$ cat src/rtl/spectro_pkg.sv
// Shared constants and FSM encoding for the spectrometer frame controller.
// Latency: n/a (package only).
// Backpressure: n/a (package only).
package spectro_pkg;

  localparam int CNT_W       = 12;
  localparam int FRAME_CNT_W = 8;
  localparam int SETTLE_CYC  = 2;
  localparam int TMR_W       = 20;

  typedef enum logic [2:0] {
    ST_IDLE      = 3'd0,
    ST_CLEAR     = 3'd1,
    ST_INTEGRATE = 3'd2,
    ST_SETTLE    = 3'd3,
    ST_SELECT    = 3'd4,
    ST_PRESENT   = 3'd5
  } state_e;

endpackage

$ cat src/rtl/spectro_window_timer.sv
// Loadable down-counter timing the CLEAR, INTEGRATE and SETTLE phases.
// Latency: load takes effect next cycle; done is combinational on count==0.
// Backpressure: none; counts freely and parks at zero.
module spectro_window_timer #(
  parameter int W = 20
) (
  input  logic         clk,
  input  logic         rst_n,
  input  logic         load,
  input  logic [W-1:0] load_val,
  output logic         done
);

  logic [W-1:0] cnt;

  // Reload on request, otherwise count down and hold at zero.
  always_ff @(posedge clk or negedge rst_n) begin
    if (!rst_n) begin
      cnt <= '0;
    end else if (load) begin
      cnt <= load_val;
    end else if (cnt != '0) begin
      cnt <= cnt - 1'b1;
    end
  end

  assign done = (cnt == '0);

endmodule

$ cat src/rtl/spectro_frame_ctrl.sv
// Frame sequencer: clear, integrate, settle, then read out NUM_CH counters.
// Latency: word sampled at end of SELECT, presented next cycle; 1 idle cycle between words.
// Backpressure: PRESENT holds its word until out_ready; optional saturation via SPECTRO_SATURATE_EN.
module spectro_frame_ctrl
  import spectro_pkg::*;
#(
  parameter int NUM_CH  = 8,
  parameter int WINDOW  = 1000,
  parameter int CLR_CYC = 2
) (
  input  logic                       clk,
  input  logic                       rst_n,
  input  logic                       start,
  input  logic                       abort,
  input  logic                       cfg_continuous,
  output logic                       cnt_clear,
  output logic                       cnt_hold,
  output logic [$clog2(NUM_CH)-1:0]  ch_sel,
  input  logic [CNT_W-1:0]           cnt_data,
  input  logic                       cnt_ovf,
  output logic                       out_valid,
  input  logic                       out_ready,
  output logic [CNT_W-1:0]           out_data,
  output logic [$clog2(NUM_CH)-1:0]  out_ch,
  output logic                       out_ovf,
  output logic                       out_last,
  output logic                       busy,
  output logic [FRAME_CNT_W-1:0]     frame_cnt
);

  localparam int CH_W = $clog2(NUM_CH);
  localparam logic [CH_W-1:0]  LAST_CH = CH_W'(NUM_CH - 1);
  localparam logic [TMR_W-1:0] CLR_LD  = TMR_W'(CLR_CYC - 1);
  localparam logic [TMR_W-1:0] WIN_LD  = TMR_W'(WINDOW - 1);
  localparam logic [TMR_W-1:0] SET_LD  = TMR_W'(SETTLE_CYC - 1);

  state_e            state;
  state_e            state_n;
  logic              tmr_load;
  logic [TMR_W-1:0]  tmr_val;
  logic              tmr_done;
  logic              xfer;
  logic              sel_last;
  logic [CNT_W-1:0]  sample_data;

  spectro_window_timer #(.W(TMR_W)) u_timer (
    .clk      (clk),
    .rst_n    (rst_n),
    .load     (tmr_load),
    .load_val (tmr_val),
    .done     (tmr_done)
  );

  assign xfer     = (state == ST_PRESENT) && out_ready;
  assign sel_last = (ch_sel == LAST_CH);

`ifdef SPECTRO_SATURATE_EN
  assign sample_data = cnt_ovf ? {CNT_W{1'b1}} : cnt_data;
`else
  assign sample_data = cnt_data;
`endif

  // Next-state and timer reload; abort overrides every other transition.
  always_comb begin
    state_n  = state;
    tmr_load = 1'b0;
    tmr_val  = '0;
    case (state)
      ST_IDLE: begin
        if (start) begin
          state_n  = ST_CLEAR;
          tmr_load = 1'b1;
          tmr_val  = CLR_LD;
        end
      end
      ST_CLEAR: begin
        if (tmr_done) begin
          state_n  = ST_INTEGRATE;
          tmr_load = 1'b1;
          tmr_val  = WIN_LD;
        end
      end
      ST_INTEGRATE: begin
        if (tmr_done) begin
          state_n  = ST_SETTLE;
          tmr_load = 1'b1;
          tmr_val  = SET_LD;
        end
      end
      ST_SETTLE: begin
        if (tmr_done) state_n = ST_SELECT;
      end
      ST_SELECT: begin
        state_n = ST_PRESENT;
      end
      ST_PRESENT: begin
        if (out_ready) begin
          if (sel_last) begin
            // Continuous mode is only looked at on the final word of a frame.
            if (cfg_continuous) begin
              state_n  = ST_CLEAR;
              tmr_load = 1'b1;
              tmr_val  = CLR_LD;
            end else begin
              state_n = ST_IDLE;
            end
          end else begin
            state_n = ST_SELECT;
          end
        end
      end
      default: state_n = ST_IDLE;
    endcase
    if (abort) begin
      state_n  = ST_IDLE;
      tmr_load = 1'b0;
    end
  end

  // State register.
  always_ff @(posedge clk or negedge rst_n) begin
    if (!rst_n) state <= ST_IDLE;
    else        state <= state_n;
  end

  // Channel pointer: zeroed on entry to readout, stepped on each non-final transfer.
  always_ff @(posedge clk or negedge rst_n) begin
    if (!rst_n) begin
      ch_sel <= '0;
    end else if (abort) begin
      ch_sel <= '0;
    end else if (state == ST_SETTLE && tmr_done) begin
      ch_sel <= '0;
    end else if (xfer) begin
      ch_sel <= sel_last ? '0 : ch_sel + 1'b1;
    end
  end

  // Capture the selected counter at the end of SELECT; held through PRESENT.
  always_ff @(posedge clk or negedge rst_n) begin
    if (!rst_n) begin
      out_data <= '0;
      out_ch   <= '0;
      out_ovf  <= 1'b0;
    end else if (state == ST_SELECT && !abort) begin
      out_data <= sample_data;
      out_ch   <= ch_sel;
      out_ovf  <= cnt_ovf;
    end
  end

  // Completed-frame counter, bumped on the final transfer; wraps naturally.
  always_ff @(posedge clk or negedge rst_n) begin
    if (!rst_n) begin
      frame_cnt <= '0;
    end else if (xfer && sel_last && !abort) begin
      frame_cnt <= frame_cnt + 1'b1;
    end
  end

  assign out_valid = (state == ST_PRESENT);
  assign out_last  = out_valid && (out_ch == LAST_CH);
  assign cnt_clear = (state == ST_CLEAR);
  assign cnt_hold  = (state != ST_INTEGRATE);
  assign busy      = (state != ST_IDLE);

endmodule

$ cat config.mk
export PLATFORM = sky130hd
export DESIGN_NAME = spectro_frame_ctrl
export DESIGN_NICKNAME = d
export VERILOG_FILES = /design/src/rtl/spectro_pkg.sv /design/src/rtl/spectro_window_timer.sv /design/src/rtl/spectro_frame_ctrl.sv
export SDC_FILE = /design/constraint.sdc
export NUM_CORES = 1
export LEC_CHECK = 0
export CAP_MARGIN = 20
export CORE_MARGIN = 5
export CORE_UTILIZATION = 40
export CTS_BUF_LIST = sky130_fd_sc_hd__clkbuf_8
export DETAILED_ROUTE_END_ITERATION = 6
export SETUP_SLACK_MARGIN = 0.4
export SLEW_MARGIN = 20
export SYNTH_ARGS = -nofsm -noshare
export SYNTH_HDL_FRONTEND = slang
export SYNTH_HIERARCHICAL = 1
export SYNTH_SLANG_ARGS = --single-unit
$ cat constraint.sdc
create_clock -name clk -period 5.7 [get_ports clk]
set_input_delay 0.57 -clock clk [delete_from_list [all_inputs] [get_ports clk]]
set_output_delay 0.57 -clock clk [all_outputs]
set_load 0.03 [all_outputs]
==> implementation parameters <==
Parameter                              Value

Flow run
  Max-capacitance violation count ... 0

Min path
  Classification of the worst-slack hold path ... primary input to async pin

Die
  Width of the die ... 90.9 um
  Die area ... 8250 sq um
  DIE HEIGHT ... 90.9 um
  Initial Utilization ... 41.2%
  # IOs ... 51
  Placeable core region ... 6350 sq um
  Placement Rows ... 29

Placement
  HPWL reported at the end of detailed placement ... 3880 um
  Last weighted congestion value of the routability-driven placer ... 0.743
  Placement-stage cell area ... 3210 sq um
  Port Buffer Count ... 50

STA
  Slew @ Worst Pin ... 1.00 ns
  Final count of hold timing violations ... 0
  Total of endpoints with negative setup slack in the final report ... 0
  Sum of negative setup slack ... 0 ns
  Maximum operating frequency ... 337 MHz
  Clock Skews ... 0.00972 ns
  Final max-slew violation count ... 0
  Clock period minus final worst setup slack ... 2.97 ns
  Max transition margin ... 32.7%
  Setup repair after global routing missed its margin ... false
  Crit share post-route ... 52.0%

Critical path
  Highest net fanout along the worst path ... 31
  WP buf/inv ... 1
  Type of the worst setup path ... flop to flop
  Cell-by-cell listing of the critical path ... or3_1, or4_4, nor2_8, mux2_2, a21oi_1, o31ai_4, buf_4, or2_2, o21ai_2
  Worst Path Arrival ... 3.16 ns
  Crit. End Element ... flop
  Worst Reg2Reg Path Length in Cells ... 9
  Cell family with the largest share of critical-path delay ... simple AND/OR/NAND/NOR gates
  Crit. path cell count ... 9
  Slowest cell on the critical path ... sky130_fd_sc_hd__or4_4
  Type of origin of the critical path ... flop
  Req. time, crit path ... 5.89 ns
  Critical path's largest stage delay ... 0.55 ns

Power
  Worst IR Drop VDD ... 0.000192 V
  Pwr dens ... 307 nW/um^2
  Leakage ... 1.46 nW

Detailed routing
  Number of remaining DRC errors ... 0
  Routed wire length ... 5480 um
  Post-route antenna net violation count ... 0
  Starting DRT DRC Count ... 57
  Overall via count from detail_route ... 1878
  Avg Vias per Cell ... 5.01
  WL/cell ... 14.6 um
  Detailed-router iteration count before antenna repair ... 4

Global route
  Antenna violations before repair ... 0
  Tot GR Track Use ... 14.0%
  Via count of the first global-routing pass ... 2013
  Residual overflow from global routing ... 0
  Global-route wire length before repair ... 9450 um
  Maximum number of pins on one net before global-route repair ... 51

Final layout
  Net total in the final layout ... 321
  Most common cell after layout, fill and taps aside ... sky130_fd_sc_hd__dfrtp_1
  Antenna diode count ... 0
  Number of inserted filler cells in the final layout ... 586
  Layout overhead on the synthesized area ... 27.0%
  Most frequent cells in the layout ... sky130_fd_sc_hd__dfrtp_1 (50), sky130_fd_sc_hd__clkdlybuf4s50_1 (49), sky130_fd_sc_hd__nand2_1 (26)
  Final Instance Area ... 3320 sq um
  Final Util ... 52.3%
  Share of cells above drive strength 1 ... 18.5%

CTS
  Clk Tree Root Cell ... sky130_fd_sc_hd__clkbuf_8
  Clock latency reported for the late side of the worst-skew pair ... 0.30 ns
  Clock tree from TritonCTS ... built
  Clock tree sinks ... 50
  Cts repair resizes ... 0
  Clock tree buffer depth ... 2
  Clock transition time at the flip-flop clock pins of the worst setup and hold paths ... 0.09 ns
  Cts bufs inserted ... 5
  Hold Buf Count CTS ... 0
  H-tree lvl count ... 2
  Number of setup buffers added after CTS ... 0

Yosys
  EDFF count, synth ... 0
  Post-synthesis instance area ... 2620 sq um
  Average size of a mapped cell ... 11.0 sq um
  Synthesized instance count ... 238
  Flops & latches, synth ... 50
  Fraction of registers with async set or reset after synthesis ... 100%
  Count of cell types in the netlist ... 47
  Seq/Total Area, Yosys ... 47.8%
  Commonest register cell after synthesis ... sky130_fd_sc_hd__dfrtp_1
  Yosys warning total ... 6

Run status
  Outcome ... completed
==> synthesized netlist by cell type, types with 2 or more instances <==
cell type                  instances  share of area [%]
sky130_fd_sc_hd__a21oi_1           4               0.77
sky130_fd_sc_hd__and2_1            2               0.48
sky130_fd_sc_hd__and3_2            2               0.57
sky130_fd_sc_hd__buf_2             2               0.38
sky130_fd_sc_hd__buf_6             2               0.86
sky130_fd_sc_hd__clkbuf_1          6               0.86
sky130_fd_sc_hd__dfrtp_1          50                 48
sky130_fd_sc_hd__ha_1              5                2.4
sky130_fd_sc_hd__inv_1             4               0.57
sky130_fd_sc_hd__mux2_2           21                9.0
sky130_fd_sc_hd__mux2i_1           2               0.77
sky130_fd_sc_hd__nand2_1          26                3.7
sky130_fd_sc_hd__nand2b_1          4               0.96
sky130_fd_sc_hd__nand3_1           4               0.77
sky130_fd_sc_hd__nand4b_1          3                1.0
sky130_fd_sc_hd__nor2_1            9                1.3
sky130_fd_sc_hd__nor3_1           11                2.1
sky130_fd_sc_hd__nor4_1            3               0.72
sky130_fd_sc_hd__nor4_2            2               0.96
sky130_fd_sc_hd__o21ai_0           7                1.3
sky130_fd_sc_hd__o21ai_1           3               0.57
sky130_fd_sc_hd__o21ai_2           9                3.0
sky130_fd_sc_hd__o31ai_1           6                1.7
sky130_fd_sc_hd__or3_1             4               0.96
sky130_fd_sc_hd__or4_1             2               0.57
sky130_fd_sc_hd__or4_4             2               0.86
sky130_fd_sc_hd__xnor2_1          10                3.3
sky130_fd_sc_hd__xor2_1           14                4.7
==> path summary, 6_finish.rpt <==
path	end	start	slack, ns
max	u_timer/cnt[10]$_DFFE_PN0P_	u_timer/cnt[17]$_DFFE_PN0P_	2.73
min	ch_sel[0]$_DFFE_PN0P_	rst_n	0.38
max reg2reg	u_timer/cnt[10]$_DFFE_PN0P_	u_timer/cnt[17]$_DFFE_PN0P_	2.73
min reg2reg	frame_cnt[7]$_DFFE_PN0P_	frame_cnt[7]$_DFFE_PN0P_	0.48
max in group asynchronous	u_timer/cnt[16]$_DFFE_PN0P_	rst_n	4.91
min in group clk	frame_cnt[7]$_DFFE_PN0P_	frame_cnt[7]$_DFFE_PN0P_	0.48
==> routing by layer <==
metal	vias to the layer above	wire length [um]	GRT usage [%]
li1	946	-	-
met1	883	2560	18.2
met2	37	2560	21.9
met3	12	269	4.42
met4	0	95	4.77
met5	-	0	0
==> per-stage QoR <==
| step | hold WS, ns | setup WS [ns] | std cells | power (W) |
|---|---|---|---|---|
| final | 0.375 | 2.73 | 375 | 0.00102 |
| after global routing | 0.433 | 2.52 | 375 | 0.00109 |
| after CTS | 0.393 | 2.72 | 375 | 0.00103 |
| after detailed placement | 0.466 | 2.63 | 367 | 0.000784 |
| after global placement | 0.458 | 2.67 | 367 | 0.000781 |
| after floorplan | 0.274 | 2.88 | 249 | 0.000699 |
==> layout make-up <==
class                      instances  area [sq um]  area share [%]
multi-input combinational        183          1340            40.3
sequential                        50          1250            37.7
inverter                           5          18.8           0.565
clock buffer                       5          68.8            2.07
clock inverter                     3          37.5            1.13
timing repair buffer              52           510            15.4
tap                               77          96.3            2.90
==> state kept, by name (all words and copies together), names as in the netlist <==
signal,count
ch_sel,3
u_timer/cnt,20
frame_cnt,8
out_ovf,1
state,3
out_ch,3
out_data,12
==> kinds of logic after synthesis <==
logic type,after synthesis,share of synthesized area [%]
flops,50,47.8
compound gates,35,9.52
simple gates,84,19.1
fa+ha+maj,5,2.39
mux,23,9.81
other cells,1,0.143
buf+inv,16,3.11
xor+xnor,24,8.04
==> power breakdown <==
group	internal, W	switching [W]
sequential	0.000420	0.0000677
clock	0.000128	0.000117
combinational	0.000142	0.000145
total	0.000689	0.000330
(Power assumes the default switching activity.)
